===== config.mk =====
export PLATFORM = sky130hd
export DESIGN_NAME = hazard_ctrl
export DESIGN_NICKNAME = d
export VERILOG_FILES = /design/src/rtl/hazard_ctrl.sv
export SDC_FILE = /design/constraint.sdc
export NUM_CORES = 1
export LEC_CHECK = 0
export CAP_MARGIN = 20
export CORE_ASPECT_RATIO = 0.9
export CORE_UTILIZATION = 52
export CTS_BUF_LIST = sky130_fd_sc_hd__clkbuf_8
export DETAILED_ROUTE_END_ITERATION = 6
export MAX_ROUTING_LAYER = met4
export PLACE_DENSITY_LB_ADDON = 0.12
export SYNTH_ARGS = -nofsm -noshare
export SYNTH_HDL_FRONTEND = slang
export SYNTH_SLANG_ARGS = --single-unit

===== constraint.sdc =====
create_clock -name clk -period 7.03 [get_ports clk]
set_clock_uncertainty 0.05 [all_clocks]
set_input_delay 1.406 -clock clk [delete_from_list [all_inputs] [get_ports clk]]
set_output_delay 1.406 -clock clk [all_outputs]
set_load 0.02 [all_outputs]

===== src/rtl/hazard_ctrl.sv =====
// Pipeline hazard controller: load-use bubbles, multi-cycle data-memory freezes and
// redirect flushes, plus saturating stall/flush performance counters.
module hazard_ctrl #(
  parameter int unsigned DM_WAIT = 2,
  parameter int unsigned CNT_W   = 16
) (
  input  logic             clk,
  input  logic             rst,
  input  logic [4:0]       ID_RS_A,
  input  logic [4:0]       ID_RS_B,
  input  logic             ID_USES_A,
  input  logic             ID_USES_B,
  input  logic [4:0]       EX_RD,
  input  logic             EX_RF_WE,
  input  logic             EX_IS_LOAD,
  input  logic             EX_DM_REQ,
  input  logic             EX_NEXT_PC,
  input  logic             EX_ret_enable,
  output logic             PC_EN,
  output logic             IF_ID_EN,
  output logic             ID_EX_EN,
  output logic             IF_ID_FLUSH,
  output logic             ID_EX_FLUSH,
  output logic             DM_BUSY,
  output logic [1:0]       STATE,
  output logic [CNT_W-1:0] STALL_CNT,
  output logic [CNT_W-1:0] FLUSH_CNT
);

  localparam int unsigned WW = $clog2(DM_WAIT + 2);
  localparam logic [WW-1:0] WLoad = WW'((DM_WAIT != 0) ? (DM_WAIT - 1) : 0);

  typedef enum logic [1:0] {
    StRun     = 2'd0,
    StMemWait = 2'd1,
    StFlush   = 2'd2,
    StBad     = 2'd3
  } state_e;

  state_e            state_q, state_d;
  logic [WW-1:0]     wcnt_q, wcnt_d;
  logic [CNT_W-1:0]  stall_cnt_q, flush_cnt_q;
  logic              hazard, redirect, apply_normal;

  assign hazard = EX_IS_LOAD & EX_RF_WE & (EX_RD != 5'd0) &
                  ((ID_USES_A & (ID_RS_A == EX_RD)) | (ID_USES_B & (ID_RS_B == EX_RD)));
  assign redirect = EX_NEXT_PC | EX_ret_enable;

  always_comb begin
    PC_EN        = 1'b1;
    IF_ID_EN     = 1'b1;
    ID_EX_EN     = 1'b1;
    IF_ID_FLUSH  = 1'b0;
    ID_EX_FLUSH  = 1'b0;
    DM_BUSY      = 1'b0;
    state_d      = StRun;
    wcnt_d       = wcnt_q;
    apply_normal = 1'b0;

    case (state_q)
      StMemWait: begin
        if (wcnt_q != '0) begin
          PC_EN    = 1'b0;
          IF_ID_EN = 1'b0;
          ID_EX_EN = 1'b0;
          DM_BUSY  = 1'b1;
          wcnt_d   = wcnt_q - WW'(1);
          state_d  = StMemWait;
        end else begin
          // Release cycle: the same EX instruction must not re-trigger a memory stall.
          apply_normal = 1'b1;
        end
      end
      StFlush: begin
        IF_ID_FLUSH = 1'b1;
        ID_EX_FLUSH = 1'b1;
        state_d     = StRun;
      end
      default: begin
        if (EX_DM_REQ && (DM_WAIT != 0)) begin
          PC_EN    = 1'b0;
          IF_ID_EN = 1'b0;
          ID_EX_EN = 1'b0;
          wcnt_d   = WLoad;
          state_d  = StMemWait;
        end else begin
          apply_normal = 1'b1;
        end
      end
    endcase

    if (apply_normal) begin
      if (redirect) begin
        IF_ID_FLUSH = 1'b1;
        ID_EX_FLUSH = 1'b1;
        state_d     = StFlush;
      end else if (hazard) begin
        PC_EN       = 1'b0;
        IF_ID_EN    = 1'b0;
        ID_EX_FLUSH = 1'b1;
      end
    end

    if (rst) begin
      PC_EN       = 1'b0;
      IF_ID_EN    = 1'b0;
      ID_EX_EN    = 1'b0;
      IF_ID_FLUSH = 1'b1;
      ID_EX_FLUSH = 1'b1;
      DM_BUSY     = 1'b0;
    end
  end

  always_ff @(posedge clk) begin
    if (rst) begin
      state_q     <= StRun;
      wcnt_q      <= '0;
      stall_cnt_q <= '0;
      flush_cnt_q <= '0;
    end else begin
      state_q <= state_d;
      wcnt_q  <= wcnt_d;
      if (!PC_EN && (stall_cnt_q != '1)) begin
        stall_cnt_q <= stall_cnt_q + CNT_W'(1);
      end
      if ((state_d == StFlush) && (state_q != StFlush) && (flush_cnt_q != '1)) begin
        flush_cnt_q <= flush_cnt_q + CNT_W'(1);
      end
    end
  end

  assign STATE     = state_q;
  assign STALL_CNT = stall_cnt_q;
  assign FLUSH_CNT = flush_cnt_q;

endmodule

After elaboration in Yosys (flattened, before gate mapping)
Cells that the tools add are included.
- reduce and logical (&&, ||, !) cells: 8
- divide/modulo/power cells: 0
- multiply operators: 0
- muxes and demuxes: 28
- $add $sub $neg: 3
- $lt $le $gt $ge: 0
- bitwise gates (word level): 8
- shifts and indexed selects: 0
- equal/unequal tests: 9
- operators by type and width (kind ; count):
    adder 16 x 1 -> 16 bit, second input constant ; 2
    != test 16 bit, second input constant ; 2
    two-way mux 1 bit ; 20
    equality test 5 bit ; 2
    two-way mux 2 bit ; 4
    case mux 2 bit (2 select lines) ; 2
    bitwise AND 1 bit ; 5
    nonzero test 5 bit ; 1
    equality test 2 bit, second input constant ; 2
    != test 2 bit, second input constant ; 2
    case mux 1 bit (2 select lines) ; 2
    nonzero test 2 bit ; 2
    logical AND 1 bit ; 3
    AND reduction 3 bit ; 1
    equality test 2 x 1 -> 1 bit, second input constant ; 1
    bitwise OR 1 bit ; 2
    subtractor 2 x 1 -> 2 bit, second input constant ; 1
    logical NOT 1 bit ; 1
    NOT 1 bit ; 1
- memories: 0
- memory bits (read-only): 0
- output and inout bits: 40
- bits in latches: 0
- memory bits (writable): 0
- register bits: 36

Depth between registers and ports, before layout
- depth after elaboration: 10
- gate-level depth with buffers: 10

Worst setup path after synthesis
Ideal clock, no wire load.
- path type: input-to-output
- from: input EX_RD[1]
- to: output PC_EN
- path slack: 2.775 ns
- cell stages on the path: 7
- arrival time: 2.799 ns
- cell sequence: or4_1 -> o211ai_2 -> nor2_2 -> a31oi_4 -> buf_6 -> buf_6 -> buf_4
- word-level cells in the longest chain between the ends: 8
- elaborated cells between the ends (all ways): 12
- those cells by class: 2 x eq/ne; 4 x mux; 5 x bitwise; 1 x reduce/logical
- RTL lines (item ; line ; source):
    start: declaration ; 13 ; input logic [4:0] EX_RD,
    equality test 5 bit ; 46 ; ((ID_USES_A & (ID_RS_A == EX_RD)) | (ID_USES_B & (ID_RS_B == EX_RD)));
    bitwise AND 1 bit ; 46 ;
    bitwise OR 1 bit ; 46 ;
    bitwise AND 1 bit (*) ; 45 ; assign hazard = EX_IS_LOAD & EX_RF_WE & (EX_RD != 5'd0) &
    two-way mux 1 bit (*) (4 in series) ; - ;
    end: declaration ; 19 ; output logic PC_EN,
Every way passes the cells marked *; elsewhere a longest branch is shown, timed or not.

Final worst setup path
- from: input EX_RD[1]
- to: output PC_EN
- word-level cells in the longest chain between the ends: 8
- elaborated cells between the ends (all ways): 12
- those cells by class: 2 x eq/ne; 4 x mux; 5 x bitwise; 1 x reduce/logical
- RTL lines (item ; line ; source):
    equality test 5 bit ; 46 ;
    bitwise AND 1 bit ; 46 ;
    bitwise OR 1 bit ; 46 ;
    bitwise AND 1 bit (*) ; 45 ;
    two-way mux 1 bit (*) ; 97 ; end else if (hazard) begin
    two-way mux 1 bit (*) ; 93 ; if (redirect) begin
    two-way mux 1 bit (*) ; 92 ; if (apply_normal) begin
    two-way mux 1 bit (*) ; 104 ; if (rst) begin
Marks and branches as above.

==> reports/qor.txt <==
CP most frequent cell: clkdlybuf4s50_1
WP data required: 5.57 ns
CTS Buf Count: 5
nets@finish: 338
max-slew violations: 0
final setup TNS: 0 ns
hold_buf cts: 0
Top FF cell, synth: dfxtp_1
pre-CTS WS: 1.523 ns
worst-path fanout max: 31
DRT Wirelength: 4620 µm
Final ANT Viol Nets: 0
DRC errors left: 0
FF/Latch Area: 720.7 µm²
GRT Overall Usage: 23.42%
crit-path cells: clkdlybuf4s50_1 > or4_1 > o211ai_2 > nor2_2 > a31oi_4 > clkdlybuf4s50_1
Syn Inst Count: 249
I/O Buffers: 63
WP data arrival: 4.07 ns
Max Cap Violations: 0
Fill cells: 309
Levels on crit path: 6
Sink Count: 36
half-perimeter wire length after placement: 3376 µm
I/O Pins: 64
Rows: 21
vias post-DR: 2010
die width: 69.32 µm
Max stage delay on crit path: 0.74 ns
worst skew pair latency: 0.29 ns
core area: 3810 µm²
Inserted Diodes: 0
Vias per Instance: 5.646
Ys Warns: 0
share of layout cells above drive strength 1: 9.032%
Post-CTS Setup Inserts: 0
kind of critical path: in -> out
crit path max-delay cell type: clkdlybuf4s50_1
Placer Congestion: 0.7562
CTS tree: yes
initial antenna violation count: 0
die area: 4338 µm²
unique cell type count in the Yosys netlist: 51
FMAX: 180.9 MHz
ys async rst share: 0%
vias in the first global route: 1852
final setup fails: 0
Crit path max-delay family: buffers and inverters
Hold Violations, Final: 0
clock root buffer: clkbuf_8
pin count of the biggest net entering global routing: 42
PD cells: 170.6 nW/µm²
starting density of the core: 55.67%
HP Class: reg -> reg
worst-margin pin slew: 0.8649 ns
Core Util, Final: 74.88%
Routed WL per cell: 12.98 µm
outcome: completed
period utilization: 78.62%
Reg2Reg Depth: 8
Layout area overhead: 34.51%
first-pass GRT wire length: 8059 µm
Rel. slew slack: 42.16%
multi-input logic area: 1276 µm²
CP bufs+invs: 2
clock buffer depth: 2
Netlist Area Pre-Place: 2121 µm²
chip height: 62.59 µm
crit path capture type: primary output
Setup WS post-layout: 1.503 ns
grt ovf: 0
H-tree depth: 2
Syn Area/Cell: 8.517 µm²
hold-critical path depth: 2
Worst Setup Start Kind: input pin
Clock transition at path regs: 0.08 ns
sequential area share after synthesis: 33.98%
Leak: 0.9298 nW
#FFs+latches synth: 36
TritonRoute pass-1 iters: 4
RSZ-0062 raised after global routing: false
Post-synth EDFFs: 0
Pwr Total: 486.7 µW
post-CTS sizing: 0
initial DRC count: 164
Max VDD drop: 129.2 µV
min Tclk post-route: 5.527 ns
Syn Nets: 278
final cells by class:
type / instances / share of cell area (%)
timing repair buffer: 64 / 22.37
multi-input combinational: 189 / 44.74
tap: 46 / 2.018
inverter: 13 / 1.711
clock buffer: 5 / 2.412
sequential: 36 / 25.26
clock inverter: 3 / 1.491
sequential cells by signal, summed over array words and instances (netlist names):
| signal | flops |
|---|---|
| STATE | 2 |
| FLUSH_CNT | 16 |
| wcnt_q | 2 |
| STALL_CNT | 16 |
metal layers:
layer	share of wire (%)	up-vias	track usage, %
li1	-	1027	-
met1	49	923	29.45
met2	44	54	36.41
met3	4.8	6	5.968
met4	1.5	0	8.418
met5	0	-	-
power breakdown:
group	switching (mW)	internal, mW	total, mW	leakage [nW]
registers	0.00561	0.209	0.214	0.291
logic	0.0450	0.0440	0.0890	0.584
clock network	0.0784	0.105	0.183	0.0541
total	0.129	0.358	0.487	0.930
path summary, 6_finish.rpt:
| check | startpoint | endpoint | slack (ns) |
|---|---|---|---|
| min reg2reg | STALL_CNT[9] | STALL_CNT[9] | 0.45 |
| max reg2reg | STATE[0] | STALL_CNT[15] | 4.33 |
| max | EX_RD[1] | PC_EN | 1.50 |
| min | STALL_CNT[9] | STALL_CNT[9] | 0.45 |
cell usage in the layout, fill, tap and decap left out, types with 5 or more instances in the layout:
| cell | n |
|---|---|
| o21ai_0 | 6 |
| ha_1 | 5 |
| nand3_1 | 13 |
| inv_1 | 13 |
| nor2_1 | 26 |
| nand4_1 | 9 |
| or3_1 | 7 |
| a21oi_1 | 18 |
| or4_1 | 9 |
| xnor2_1 | 19 |
| clkbuf_8 | 5 |
| o31ai_1 | 9 |
| nor3_1 | 9 |
| nand2_1 | 14 |
| dfxtp_1 | 36 |
| clkdlybuf4s50_1 | 63 |
cells in the mapped netlist (5+ instances only):
| cell type | n | share of area [%] |
|---|---|---|
| nand3_1 | 13 | 3.1 |
| or3_1 | 7 | 2.1 |
| or4_1 | 9 | 3.2 |
| a21oi_1 | 18 | 4.2 |
| o31ai_1 | 9 | 3.2 |
| dfxtp_1 | 36 | 34 |
| nor3_1 | 9 | 2.1 |
| ha_1 | 5 | 2.9 |
| xnor2_1 | 19 | 7.8 |
| o21ai_0 | 6 | 1.4 |
| nor2_1 | 26 | 4.6 |
| nand2_1 | 14 | 2.5 |
| inv_1 | 13 | 2.3 |
| nand4_1 | 9 | 2.7 |
cell families after synthesis:
kind of cell               count (synthesis)  synth area share [%]
and+or+nand+nor                          110                 29.26
AOI/OAI and AO/OA                         49                 16.58
DFF                                       36                 33.98
buffers and inverters                     24                 5.841
xor gates and xnor gates                  20                 8.260
muxes                                      5                 3.127
adders and majority gates                  5                 2.950
through the flow:
step	cells	hold WS [ns]	instance area, µm²
4_1_cts	356	0.4532	2853
5_1_grt	356	0.4805	2853
3_3_place_gp	348	0.4296	2741
6_report	356	0.4516	2853
3_5_place_dp	348	0.4415	2741
2_1_floorplan	249	0.4169	2121
tightest hold or removal path, cell delays in order (launching register included):
cell and delay [ns]:
dfxtp_1 0.33, o31ai_1 0.07, a21oi_1 0.06
No activity file was read; power rests on OpenSTA's default activity.
==> variant 1, RTL diff (same settings) <==
Make the reset (`rst`) asynchronous in one clocked block.
--- a/src/rtl/hazard_ctrl.sv
+++ b/src/rtl/hazard_ctrl.sv
@@ -113,3 +113,3 @@
 
-  always_ff @(posedge clk) begin
+  always_ff @(posedge clk or posedge rst) begin
     if (rst) begin
Check against the original RTL: differs if rst is asserted again (counterexample within 4 cycles, from zero or initial values and one cycle with rst high); with rst held inactive, the same outputs for 10 cycles.
==> variant 1 against the unedited design <==
Global-route usage rose by 0.29 points; final area decreased by 6.3%; sequential cell count unchanged; maximum frequency is 6.7% higher; area after synthesis fell by 10%; wire length down 11%; synthesized cell count shrank 24%; critical path depth decreased by 1; via count shrank 22%; worst setup slack gained 0.35 ns.
Power is not compared: it rests on default switching activity, and its combinational part moved more than twofold at a synthesized area within 25%.
==> variant 1: results (changes against the unedited design) <==
Run status
  – Outcome: complete, no violations (unchanged)

Placed design
  – Final GP Congestion: 0.7558 (was 0.7562)
  – DP Worst Slack: 1.826 ns (was 1.523 ns)
  – Placed Area: 2580 um^2 (was 2741 um^2)
  – HPWL after DPL: 3143 um (was 3376 um)

Cells and area
  – Register area: 900.9 um^2 (was 720.7 um^2)
  – Nets: 287 (was 338)
  – Share of post-route cells with drive strength above 1: 6.564% (was 9.032%)

Logic synthesis
  – Post-synthesis async set-or-reset flop share: 100.0% (was 0%)
  – Synth area leaders: dfrtp_1 (47%), xnor2_1 (11%), xor2_1 (7.8%) (was dfxtp_1 (34%), xnor2_1 (7.8%), nor2_1 (4.6%))
  – Count of cell types in the netlist: 35 (was 51)
  – Commonest cells post-synth: dfrtp_1 (36), xnor2_1 (23), nand2_1 (20) (was dfxtp_1 (36), nor2_1 (26), xnor2_1 (19))
  – Mapped Nets: 219 (was 278)

Worst setup path
  – Crit Path Max Fanout: 3 (was 31)
  – Reg2reg start: STATE[0] (unchanged)
  – CP startpoint: EX_RD[1] (unchanged)
  – Arrival time at the worst endpoint: 3.72 ns (was 4.07 ns)

Global routing
  – Overall routing resource usage: 23.71% (was 23.42%)
  – First-pass GRT wire length: 6561 um (was 8059 um)
  – Largest net degree at the start of global routing: 38 (was 42)

Min path
  – Hold path start: STALL_CNT[7] (was STALL_CNT[9])

Routing
  – Vias post-DR: 1564 (was 2010)
  – Drt wl/cell: 13.54 um (was 12.98 um)

Clock network
  – CTS root buffer: clkbuf_8 (unchanged)

Timing
  – Worst-margin pin slew: 0.6965 ns (was 0.8649 ns)
-- variant 1: logic make-up (layout without fill, tap and decap cells) --
| kind of cell | Yosys count | after routing | share of synthesized area, % |
|---|---|---|---|
| AOI/OAI and AO/OA | 11 | 11 | 4.337 |
| muxes | 3 | 3 | 1.708 |
| xor gates and xnor gates | 40 | 40 | 18.40 |
| adders and majority gates | 5 | 5 | 3.285 |
| buffers and inverters | 16 | 85 | 3.483 |
| DFF | 36 | 36 | 47.31 |
| and+or+nand+nor | 79 | 79 | 21.48 |
-- variant 1: final timing paths --
check,endpoint,slack [ns],cells past startpoint
max,PC_EN,1.85,5
min,STALL_CNT[7],0.45,1
max in group asynchronous,STALL_CNT[13],5.10,3
min in group asynchronous,STATE[1],1.51,3
max reg2reg,FLUSH_CNT[13],4.28,8
min reg2reg,STALL_CNT[7],0.45,1
-- variant 1: metrics by stage --
stage	power (W)	hold WS [ns]	std cells
6_report	0.0009727	0.4500	303
5_1_grt	0.001038	0.4578	303
4_1_cts	0.0009832	0.4455	303
3_5_place_dp	0.0008317	0.4359	295
3_3_place_gp	0.0008143	0.4251	295
2_1_floorplan	0.0006254	0.4373	190
-- variant 1: power by group --
part / internal, W / switching, W / total [W]
sequential: 0.000269 / 0.0000707 / 0.000340
combinational: 0.000229 / 0.000256 / 0.000484
clock: 0.0000781 / 0.0000706 / 0.000149
total: 0.000576 / 0.000397 / 0.000973
-- variant 1: final cells by class --
cell class,count,area share [%]
inverter,13,1.825
sequential,36,33.69
tap,44,2.059
multi-input combinational,138,35.05
clock buffer,6,3.088
timing repair buffer,64,23.87
clock inverter,2,0.4212
-- variant 1: worst max-delay path: stages --
cell,delay (ns)
clkdlybuf4s50_1,0.47
or4_1,0.56
o2111a_1,0.26
a31oi_1,0.34
clkdlybuf4s50_1,0.69
-- variant 1: per-layer routing --
| layer | wire length, um | share of wire (%) | vias up | track usage, % |
|---|---|---|---|---|
| met5 | 0 | 0 | - | - |
| met4 | 53 | 1.3 | 0 | 9.627 |
| met3 | 306 | 7.5 | 5 | 6.923 |
| met2 | 1948 | 47 | 46 | 39.50 |
| met1 | 1795 | 44 | 729 | 26.74 |
| li1 | - | - | 784 | - |
==> variant 2, RTL diff (config.mk and constraints unchanged) <==
Made on the original files. The parameter `DM_WAIT` goes from 2 to 4.
--- a/src/rtl/hazard_ctrl.sv
+++ b/src/rtl/hazard_ctrl.sv
@@ -3,3 +3,3 @@
 module hazard_ctrl #(
-  parameter int unsigned DM_WAIT = 2,
+  parameter int unsigned DM_WAIT = 4,
   parameter int unsigned CNT_W   = 16
Behaviour: not the same (a bounded check fails within 4 cycles, from zero or initial values and one cycle with rst high).
==> variant 2 against the unedited design <==
Sequential power grew 4%; sequential cell count grew 1; non-clock buffer count is the same; worst setup slack gained 0.045 ns; highest routed layer unchanged; sequential share of layout area grew 1.1 points; wire length shrank 9.0%; maximum frequency grew 0.83%; final area shrank 1.6%; register-to-register slack is essentially flat; first-iteration DRC count shrank 62%; global-route usage shrank 0.77 points; power grew 3.5%; area after synthesis shrank 3.1%.
==> variant 2: results (changes against the unedited design) <==
Run status
  – Outcome: complete, no violations (unchanged)

Clock network
  – CTS root buffer: clkbuf_8 (unchanged)
  – Clock Pin Slew Worst Setup and Hold Paths: 0.07 ns
  – Clock Tree Buf Depth: 2 (unchanged)
  – CTS Buf Count: 5 (unchanged)
  – H-Tree Depth: 2 (unchanged)

Global routing
  – Initial antenna violation count: 0 (unchanged)
  – Overall routing resource usage: 22.65% (was 23.42%)
  – First-pass GRT wire length: 6886 um (was 8059 um)
  – Largest net degree at the start of global routing: 42 (unchanged)
  – Vias in the first global route: 1551 (was 1852)

Routing
  – Vias per cell: 5.279 (was 5.646)
  – Drt wl/cell: 12.32 um (was 12.98 um)
  – DR iter-0 viols: 63 (was 164)

Worst setup path
  – CP max-delay cell: clkdlybuf4s50_1 (unchanged)
  – Crit path largest cell delay: 0.73 ns
  – Arrival time at the worst endpoint: 4.03 ns (was 4.07 ns)
  – Crit Path Max Fanout: 17 (was 31)

Min path
  – Hold crit path type: reg2reg (unchanged)

Logic synthesis
  – Commonest cells post-synth: nor2_1 (39), dfxtp_1 (37), xnor2_1 (29) (was dfxtp_1 (36), nor2_1 (26), xnor2_1 (19))
  – Mapped Nets: 262 (was 278)
  – Synth Area in Adders: 3.652% (was 2.950%)
  – Xor and xnor area share after synthesis: 15.76% (was 8.260%)
  – Count of cell types in the netlist: 40 (was 51)
  – Post-synthesis async set-or-reset flop share: 0% (unchanged)
  – Fraction of the yosys area taken by sequential cells: 36.03% (was 33.98%)
  – Mux cell area share after synthesis: 1.035% (was 3.127%)
  – Complex-gate fraction of the synthesized area: 7.304% (was 16.58%)
  – Synth area leaders: dfxtp_1 (36%), xnor2_1 (12%), nor2_1 (7.1%) (was dfxtp_1 (34%), xnor2_1 (7.8%), nor2_1 (4.6%))
  – Yosys Warn Count: 0 (unchanged)

Cells and area
  – Number of antenna diodes: 0 (unchanged)
  – Share of post-route cells with drive strength above 1: 10.17% (was 9.032%)
  – Nets: 324 (was 338)

Power and ir drop
  – Pleak: 1.009 nW (was 0.9298 nW)
  – VDD IR-drop max: 0.0001131 V (was 0.0001292 V)

Placed design
  – HPWL after DPL: 3155 um (was 3376 um)
  – Final GP Congestion: 0.7871 (was 0.7562)
  – IO buf count: 63 (unchanged)

Timing
  – Worst-margin pin slew: 0.6778 ns (was 0.8649 ns)
  – Final setup vio count: 0 (unchanged)
## variant 2: layer usage
| layer | GRT usage (%) | vias up | share of wire [%] |
|---|---|---|---|
| li1 | - | 908 | - |
| met1 | 30.02 | 826 | 49 |
| met2 | 32.35 | 57 | 44 |
| met3 | 7.593 | 9 | 5.9 |
| met4 | 6.548 | 0 | 1.3 |
| met5 | - | - | 0 |
## variant 2: path summary, 6_finish.rpt
| kind | start | to | slack [ns] | depth (start not counted) |
|---|---|---|---|---|
| setup reg to reg | STATE[0] | STALL_CNT[9] | 4.32 | 9 |
| hold reg to reg | wcnt_q[0] | wcnt_q[0] | 0.43 | 1 |
| hold / removal | wcnt_q[0] | wcnt_q[0] | 0.43 | 1 |
| setup / recovery | EX_RD[1] | PC_EN | 1.55 | 6 |
## variant 2: area by class of cell
class                           instances  area [um^2]
Timing Repair Buffer                   64        638.1
Fill cell                             304        949.7
Inverter                                8        30.03
Tap cell                               46        57.56
Sequential cell                        37        740.7
Clock inverter                          2        33.78
Multi-Input combinational cell        178         1225
Clock buffer                            6        82.58
## variant 2: metrics by stage
step           utilization [%]  worst slack [ns]  hold slack [ns]  cell area (um^2)  std cells
3_3_place_gp             71.63             1.599           0.4021              2691        333
2_1_floorplan                -             2.741           0.3867              2056        232
6_report                 74.73             1.548           0.4250              2808        341
3_5_place_dp             71.63             1.555           0.4104              2691        333
4_1_cts                  74.73             1.551           0.4234              2808        341
5_1_grt                  74.73             1.414           0.4607              2808        341
## variant 2: critical path: cells and delay by family
family	cells	cell delay [ns]
compound gates	2	0.77
buf+inv	2	1.20
simple gates	2	0.65
## variant 2: where the power goes
part / switching [W] / total (W) / internal [W]
combinational: 0.0000465 / 0.0000919 / 0.0000454
sequential: 0.00000654 / 0.000223 / 0.000216
clock: 0.0000746 / 0.000189 / 0.000114
